$ cat src/rtl/peak_pair_sequencer.sv
// Peak-pair sequencer: strobes the min/max peak detector every PERIOD+1 clocks and
// queues the captured {max,min} byte pairs in a 4-deep first-word-fall-through FIFO.
module peak_pair_sequencer #(
  parameter int DIV_W = 16
) (
  input  logic             CLK,
  input  logic             RST_N,
  input  logic             ENABLE,
  input  logic             CLR,
  input  logic [DIV_W-1:0] PERIOD,
  input  logic [7:0]       PD_DATA,
  output logic             PD_LOAD,
  output logic [15:0]      PAIR_DATA,
  output logic             PAIR_VALID,
  input  logic             PAIR_READY,
  output logic [2:0]       PAIR_COUNT,
  output logic             OVERFLOW,
  output logic [1:0]       DBG_STATE
);

  // Handshake: PAIR_DATA is the FIFO head whenever PAIR_VALID is high; the head is
  // consumed on any rising edge where PAIR_VALID and PAIR_READY are both high.

  typedef enum logic [1:0] {
    S_IDLE  = 2'd0,
    S_PRIME = 2'd1,
    S_RUN   = 2'd2
  } state_e;

  localparam logic [DIV_W-1:0] MIN_PERIOD = DIV_W'(2);

  state_e            state_q, state_d;
  logic [DIV_W-1:0]  cnt_q, cnt_d;
  logic [DIV_W-1:0]  period_q, period_d;
  logic              pd_load_q, pd_load_d;
  logic              mcap_q, mcap_d;
  logic [7:0]        max_q, max_d;
  logic [15:0]       mem_q [4];
  logic [15:0]       mem_d [4];
  logic [1:0]        rd_ptr_q, rd_ptr_d;
  logic [1:0]        wr_ptr_q, wr_ptr_d;
  logic [2:0]        count_q, count_d;
  logic              ovf_q, ovf_d;

  logic [DIV_W-1:0]  period_clamped;
  logic [DIV_W-1:0]  cnt_inc;
  logic              at_end;
  logic              fifo_full;
  logic              do_pop;
  logic              do_push;

  assign period_clamped = (PERIOD < MIN_PERIOD) ? MIN_PERIOD : PERIOD;
  assign cnt_inc        = cnt_q + DIV_W'(1);
  assign at_end         = (state_q != S_IDLE) && (cnt_q == period_q);

  // Interval sequencing; the strobe flop is set one cycle ahead so PD_LOAD is
  // high exactly in the cycle where cnt equals period_q.
  always_comb begin
    state_d   = state_q;
    cnt_d     = cnt_q;
    period_d  = period_q;
    pd_load_d = 1'b0;
    mcap_d    = 1'b0;
    max_d     = max_q;
    if (!ENABLE) begin
      state_d = S_IDLE;
      cnt_d   = '0;
    end else if (state_q == S_IDLE) begin
      state_d  = S_PRIME;
      cnt_d    = '0;
      period_d = period_clamped;
    end else if (at_end) begin
      cnt_d    = '0;
      period_d = period_clamped;
      state_d  = S_RUN;
      // The priming strobe only initialises the detector, so its pair is dropped.
      if (state_q == S_RUN) begin
        max_d  = PD_DATA;
        mcap_d = 1'b1;
      end
    end else begin
      cnt_d     = cnt_inc;
      pd_load_d = (cnt_inc == period_q);
    end
  end

  assign fifo_full = (count_q == 3'd4);
  assign do_pop    = (count_q != 3'd0) && PAIR_READY;
  assign do_push   = mcap_q && (!fifo_full || do_pop);

  always_comb begin
    mem_d    = mem_q;
    rd_ptr_d = rd_ptr_q;
    wr_ptr_d = wr_ptr_q;
    count_d  = count_q;
    ovf_d    = ovf_q;
    if (CLR) begin
      rd_ptr_d = '0;
      wr_ptr_d = '0;
      count_d  = '0;
      ovf_d    = 1'b0;
    end else begin
      if (do_push) begin
        mem_d[wr_ptr_q] = {max_q, PD_DATA};
        wr_ptr_d        = wr_ptr_q + 2'd1;
      end
      if (do_pop) begin
        rd_ptr_d = rd_ptr_q + 2'd1;
      end
      if (mcap_q && fifo_full && !do_pop) begin
        ovf_d = 1'b1;
      end
      case ({do_push, do_pop})
        2'b10:   count_d = count_q + 3'd1;
        2'b01:   count_d = count_q - 3'd1;
        default: count_d = count_q;
      endcase
    end
  end

  always_ff @(posedge CLK or negedge RST_N) begin
    if (!RST_N) begin
      state_q   <= S_IDLE;
      cnt_q     <= '0;
      period_q  <= MIN_PERIOD;
      pd_load_q <= 1'b0;
      mcap_q    <= 1'b0;
      max_q     <= '0;
      for (int i = 0; i < 4; i++) begin
        mem_q[i] <= '0;
      end
      rd_ptr_q  <= '0;
      wr_ptr_q  <= '0;
      count_q   <= '0;
      ovf_q     <= 1'b0;
    end else begin
      state_q   <= state_d;
      cnt_q     <= cnt_d;
      period_q  <= period_d;
      pd_load_q <= pd_load_d;
      mcap_q    <= mcap_d;
      max_q     <= max_d;
      mem_q     <= mem_d;
      rd_ptr_q  <= rd_ptr_d;
      wr_ptr_q  <= wr_ptr_d;
      count_q   <= count_d;
      ovf_q     <= ovf_d;
    end
  end

  assign PD_LOAD    = pd_load_q;
  assign PAIR_VALID = (count_q != 3'd0);
  assign PAIR_DATA  = PAIR_VALID ? mem_q[rd_ptr_q] : 16'h0000;
  assign PAIR_COUNT = count_q;
  assign OVERFLOW   = ovf_q;
  assign DBG_STATE  = state_q;

endmodule

$ cat config.mk
export PLATFORM = sky130hd
export DESIGN_NAME = peak_pair_sequencer
export DESIGN_NICKNAME = d
export VERILOG_FILES = /design/src/rtl/peak_pair_sequencer.sv
export SDC_FILE = /design/constraint.sdc
export NUM_CORES = 1
export LEC_CHECK = 0
export CELL_PAD_IN_SITES_DETAIL_PLACEMENT = 0
export CELL_PAD_IN_SITES_GLOBAL_PLACEMENT = 1
export CORE_MARGIN = 5
export CORE_UTILIZATION = 43
export DETAILED_ROUTE_END_ITERATION = 10
export PLACE_DENSITY = 0.8
export SLEW_MARGIN = 15
export SYNTH_ARGS = -nofsm -noshare
export SYNTH_HDL_FRONTEND = slang
export SYNTH_SLANG_ARGS = --single-unit
$ cat constraint.sdc
create_clock -name CLK -period 2.2 [get_ports CLK]
set_clock_uncertainty 0.2 [all_clocks]
set_input_delay 0.22 -clock CLK [delete_from_list [all_inputs] [get_ports CLK]]
set_output_delay 0.22 -clock CLK [all_outputs]
set_load 0.01 [all_outputs]
# After elaboration in Yosys (flattened, before gate mapping)
# Cells that the tools add are included.
# classes
n_addsub	5
n_bitwise	4
div	0
n_eq_ne	7
muxes	31
order_cmp	4
n_mul	0
shift	0
reduce_logical	20
# ops
cell	n
16-bit two-way mux	10
64-bit bitwise mux	1
16-bit binary-select mux with 2-bit select	1
16-bit demux with 2-bit select	1
16-bit equality test	2
16-bit by 1-bit adder with 16-bit output, second input constant	1
16-bit by 2-bit < comparator with 1-bit output, second input constant	1
2-bit two-way mux	7
2-bit nonzero test	5
1-bit two-way mux	9
3-bit greater-or-equal comparator, second input constant	2
1-bit logical AND	6
2-bit NOT with 3-bit output	2
3-bit one-hot mux with 2 select lines	1
3-bit nonzero test	2
2-bit by 1-bit adder with 2-bit output, second input constant	2
2-bit equality test, second input constant	2
2-bit AND reduction	2
4-bit AND reduction	1
3-bit by 1-bit adder with 3-bit output, second input constant	1
3-bit equality test, second input constant	1
3-bit by 1-bit < comparator with 1-bit output, second input constant	1
3-bit two-way mux	1
3-bit by 1-bit inequality test with 1-bit output, second input constant	1
6 further kinds	8
# totals
rom_bits	0
memories	0
regBits	116
in_bits	29
latch_bits	0
mem_bits_rw	0

# Depth between registers and ports, before layout
# logic_depth
depth_word	7
depth_mapped	11
depth_no_buf	10

# Worst setup path after synthesis
# No wires, ideal clock.
# synth_timing
kind	register to register
from	register count_q[0] (netlist: PAIR_COUNT[0])
to	register count_q[2] (netlist: PAIR_COUNT[2])
arrival_time_ps	2061
required_time_ps	1868
stages_incl_launch_ff	11
slack_ps	-192
n_path_buf	1
cell_sequence	dfrtp_1 clkbuf_1 nor2_1 nand2_1 nand2_1 nor2_1 fa_1 a221oi_1 a21oi_1 a21oi_1 nor2_1
# synth_between
elab_chain_cells	7
elab_cells_between_ends	13
cone_classes	2 x add/sub; 3 x eq/ne; 2 x mux; 6 x reduce/logical
# synth_rtl
element	line	text
start: declaration	42	logic [2:0] count_q, count_d;
start signal: assignment	146	count_q <= count_d;
3-bit equality test or 3-bit nonzero test (tied branches)	87, 88	
1-bit logical NOT or 1-bit logical AND (tied branches)	89, 88	
1-bit logical OR	89	assign do_push = mcap_q && (!fifo_full || do_pop);
1-bit logical AND	89	
2-bit by 1-bit equality test with 1-bit output or 2-bit equality test (tied branches)	113	case ({do_push, do_pop})
3-bit one-hot mux with 2 select lines	113	
3-bit two-way mux	97	if (CLR) begin
# Parallel ways exist; a longest one is shown, timed or not.
# A chain may end at the register's enable or synchronous reset.

# Worst setup path after layout
# layout_timing
from	register cnt_q[5]
to	register max_q[2]
# layout_between
elab_chain_cells	3
# layout_rtl
element	line	text
start: declaration	33	logic [DIV_W-1:0] cnt_q, cnt_d;
start signal: assignment	138	cnt_q <= cnt_d;
16-bit equality test	54	assign at_end = (state_q != S_IDLE) && (cnt_q == period_q);
1-bit logical AND	54	
4-bit AND reduction (no line)	n/a	
end signal: assignment	142	max_q <= max_d;
end: declaration	37	logic [7:0] max_q, max_d;
# No other way between the ends.

==> parameters.txt <==
Parameter                              Value

Power
  Leakage    roughly 3.7 nW
  Worst supply voltage drop on vdd    about 0.45 mV
  Areal power density over the cells    about 670 mW/mm^2

Synth
  Post-synthesis instance area    ~0.0059 mm^2
  Number of enable flip-flop cells after synthesis    0
  Mapped Nets    ~500
  Cell taking the most area after synthesis    sky130_fd_sc_hd__dfrtp_1
  Top cells by instance count after synthesis    sky130_fd_sc_hd__dfrtp_1, sky130_fd_sc_hd__mux2_2, sky130_fd_sc_hd__nor2_1
  Dominant cells by area after synthesis    sky130_fd_sc_hd__dfrtp_1, sky130_fd_sc_hd__mux2_2, sky130_fd_sc_hd__mux4_2, sky130_fd_sc_hd__xnor2_1, sky130_fd_sc_hd__xor2_1
  Number of distinct library cell variants in the gate-level netlist after synthesis    62
  Number of register bits inferred by synthesis    about 120
  Avg Cell Area, Syn    12.85 um^2
  Primary flip-flop cell chosen by synthesis mapping    sky130_fd_sc_hd__dfrtp_1
  Synth warnings    0
  Synthesized instance count    456
  Fraction of synthesized cell area taken by the top area cell type    49.12%
  Sequential fraction of the synthesis area    between 40% and 50%
  Async S/R FF share, synth    100.0%
  Most instantiated library cell after synthesis    sky130_fd_sc_hd__dfrtp_1

Status
  Failing checks    setup timing
  Result of the run    complete, but fails checks

Setup path
  Max Fanout on Critical Path    9
  Worst path slowest cell    sky130_fd_sc_hd__dfrtp_1
  Nature of the critical path startpoint    flop
  CP Data Arrival Time    2.38 ns
  Worst r2r src    cnt_q[5]
  Crit path to    max_q[2]
  Endpoint of the worst-slack reg-to-reg timing path    max_q[2]
  Critical path capture point type    flop
  Data required, critical path    roughly 2.3 ns
  Launch point of the critical path    cnt_q[5]
  Depth of the worst register-to-register path    7
  Worst setup slack for register-to-register paths    -0.09 ns
  Cells along the critical path    xor2_1 -> nor4_2 -> and4_1 -> and2_4 -> and4b_1 -> buf_12 -> mux2_1
  Max stage delay on crit path    0.41 ns
  CP Class    flop to flop

Global routing
  Grt peak-use layer    met2
  Final global-route overflow total    0
  Vias in the first global route    4333
  Maximum number of pins on one net before global-route repair    between 100 and 150
  Met1 track demand over resource in global routing    about a quarter
  Global-route wire length before repair    roughly 23000 um
  Global-route track usage on met3    between 4 and 5%
  Global routing met2 resource utilization    around 29%
  GRT Resource Usage Total    a little under a fifth
  Antenna violations before repair    0

Timing
  Max-slew violation count    0
  Fraction of the cycle the final worst path needs    104.0%
  Post-Route Setup TNS    -1.279 ns
  Endpoints failing setup    27
  Slew HR    approximately 58%
  Upper clock frequency limit    around 440 MHz
  Post-layout worst setup margin    -0.08840 ns
  Slew at the pin with the worst max-slew slack    about 0.62 ns
  RSZ-0062 raised after global routing    true
  Shortest clock period the worst path allows after layout    roughly 2.3 ns
  Hold violation count in the final report    0

Placement
  Detailed placement HPWL    9184 um
  Final RePlAce weighted congestion    0.8493
  Quantity of I/O buffers inserted on ports    52
  Area after detailed placement    slightly above 0.007 mm^2
  Placed cell count    between 700 and 800

Final layout
  Diode count    0
  Final Net Count    610
  FILL cells    between 1000 and 1500
  Area added between synthesis and finish    34.32%
  Share of layout cells above drive strength 1    around 45%
  Non-filler instance count after layout    about 760
  Post-route design area    0.007869 mm^2

Floorplanning
  Horizontal die dimension    around 130 um
  Vert. Die Dim    roughly 130 um
  IO Count    53
  Number of core rows    42
  Core area    0.01330 mm^2
  Full die area    between 0.015 and 0.02 mm^2
  Starting utilization of the core area    44.06%

Min path
  Worst hold path class    input pin to flop
  Min-Delay Path Depth    3

Clock network
  Clk sinks    116
  CTS max path bufs    2
  TritonCTS clock tree    done
  Root buffer cell    sky130_fd_sc_hd__clkbuf_16
  Number of buffers created by CTS    17
  CTS clock-pin slew for the worst setup and hold paths    around 0.06 ns
  H-tree levels    4
  Clock latency reported for the late side of the worst-skew pair    slightly above 0.4 ns

Detailed routing
  First-iteration detailed-routing DRC count    ~230
  Routed wire length per instance    ~18 um
  Remaining antenna violation count    0
  First-pass detailed-route iteration total    4
  Overall via count from detail_route    about 4000
  Final wirelength    13430 um
  Routed via count divided by cell count    roughly 5.3
  Number of design rule violations left after detail routing    0

Job
  Number of max-cap violations    0
-- area by class of cell --
| class | count | area, um^2 | area share [%] |
|---|---|---|---|
| timing repair buffer | 124 | 1222 | 15.54 |
| clock inverter | 13 | 108.9 | 1.383 |
| inverter | 11 | 41.29 | 0.5247 |
| multi-input combinational | 305 | 2914 | 37.03 |
| tap | 176 | 220.2 | 2.799 |
| clock buffer | 19 | 452.9 | 5.756 |
| sequential | 116 | 2909 | 36.97 |
-- state kept, by name (all words and copies together), names as in the netlist --
register	flops
DBG_STATE	2
OVERFLOW	1
PAIR_COUNT	3
PD_LOAD	1
cnt_q	16
max_q	8
mcap_q	1
mem_q	64
period_q	16
rd_ptr_q	2
wr_ptr_q	2
-- cells in the final DEF, fill, tap and decap left out, types with 3 or more instances in the layout --
cell type / n
sky130_fd_sc_hd__buf_4: 58
sky130_fd_sc_hd__ha_1: 4
sky130_fd_sc_hd__o21ai_0: 9
sky130_fd_sc_hd__dfrtp_2: 4
sky130_fd_sc_hd__clkdlybuf4s50_1: 34
sky130_fd_sc_hd__xnor2_1: 22
sky130_fd_sc_hd__inv_1: 10
sky130_fd_sc_hd__buf_12: 12
sky130_fd_sc_hd__nand3_1: 6
sky130_fd_sc_hd__clkbuf_16: 17
sky130_fd_sc_hd__nand2_1: 10
sky130_fd_sc_hd__and4_1: 4
sky130_fd_sc_hd__buf_6: 14
sky130_fd_sc_hd__nor3_1: 5
sky130_fd_sc_hd__clkinv_2: 6
sky130_fd_sc_hd__mux4_2: 16
sky130_fd_sc_hd__dfrtp_1: 111
sky130_fd_sc_hd__mux2_1: 8
sky130_fd_sc_hd__and2_4: 14
sky130_fd_sc_hd__nand4_1: 5
sky130_fd_sc_hd__clkinvlp_4: 3
sky130_fd_sc_hd__nand3b_1: 3
sky130_fd_sc_hd__mux2_4: 10
sky130_fd_sc_hd__a21oi_1: 6
sky130_fd_sc_hd__and2_1: 3
sky130_fd_sc_hd__xor2_1: 18
sky130_fd_sc_hd__nor4_1: 4
sky130_fd_sc_hd__mux2_2: 69
sky130_fd_sc_hd__nand2_2: 5
sky130_fd_sc_hd__buf_2: 3
sky130_fd_sc_hd__nor2_1: 34
-- logic make-up (layout without fill, tap and decap cells) --
logic type | Yosys count | count (layout) | synth area share, %
xor+xnor | 43 | 43 | 6.429
compound gates | 35 | 35 | 4.528
flops | 116 | 116 | 49.57
mux | 105 | 105 | 23.79
buf+inv | 35 | 167 | 2.969
simple gates | 116 | 116 | 11.30
fa+ha+maj | 6 | 6 | 1.410
-- per-stage QoR --
step | util, % | hold slack, ns | power, W | setup WS (ns)
finish | 59.19 | 0.1845 | 0.005277 | -0.08840
global route | 59.19 | 0.1879 | 0.005480 | -0.1910
CTS | 58.80 | 0.1720 | 0.005318 | -0.1091
detailed placement | 53.51 | 0.1560 | 0.002686 | -0.1715
global placement | 53.51 | 0.1500 | 0.002677 | -0.1513
floorplan | - | -0.2756 | 0.002454 | 0.01471
-- power by group --
group	total (W)	internal, W	switching, W
sequential	0.00223	0.00219	0.0000478
combinational	0.000436	0.000234	0.000202
clock	0.00261	0.00160	0.00100
-- critical path: cells and delay by family, from the launching register on --
family                 cells  cell delay (ns)
AND/OR/NAND/NOR            4             0.91
flip-flops                 1             0.41
multiplexers               1             0.32
XOR/XNOR                   1             0.18
buffers and inverters      1             0.14
-- worst min-delay path by stage --
stage	startpoint	end	slack, ns
6_report	PERIOD[0]	period_q[0]	0.18
2_1_floorplan	RST_N	DBG_STATE[0]	-0.28
3_5_place_dp	RST_N	PAIR_COUNT[0]	0.16
4_1_cts	PERIOD[0]	period_q[0]	0.17
3_3_place_gp	RST_N	PAIR_COUNT[0]	0.15
5_1_grt	PERIOD[0]	period_q[0]	0.19
-- metal layers --
metal  wire length (um)  vias up
li1                   -     1882
met1               6187     2035
met2               6547       79
met3                505       20
met4                188        0
met5                  0        -
-- what timing repair did --
| action | 4_1_cts | 5_1_grt |
|---|---|---|
| hold buffers | 1 | 0 |
| resized for setup | 96 | 20 |
| gates cloned | 1 | 0 |
| setup endpoints to repair | 41 | 41 |
| endpoints found under the hold margin | 115 | 0 |
| setup buffers | 6 | 2 |
| pin swaps | 13 | 6 |
No activity file was read; power rests on OpenSTA's default activity.
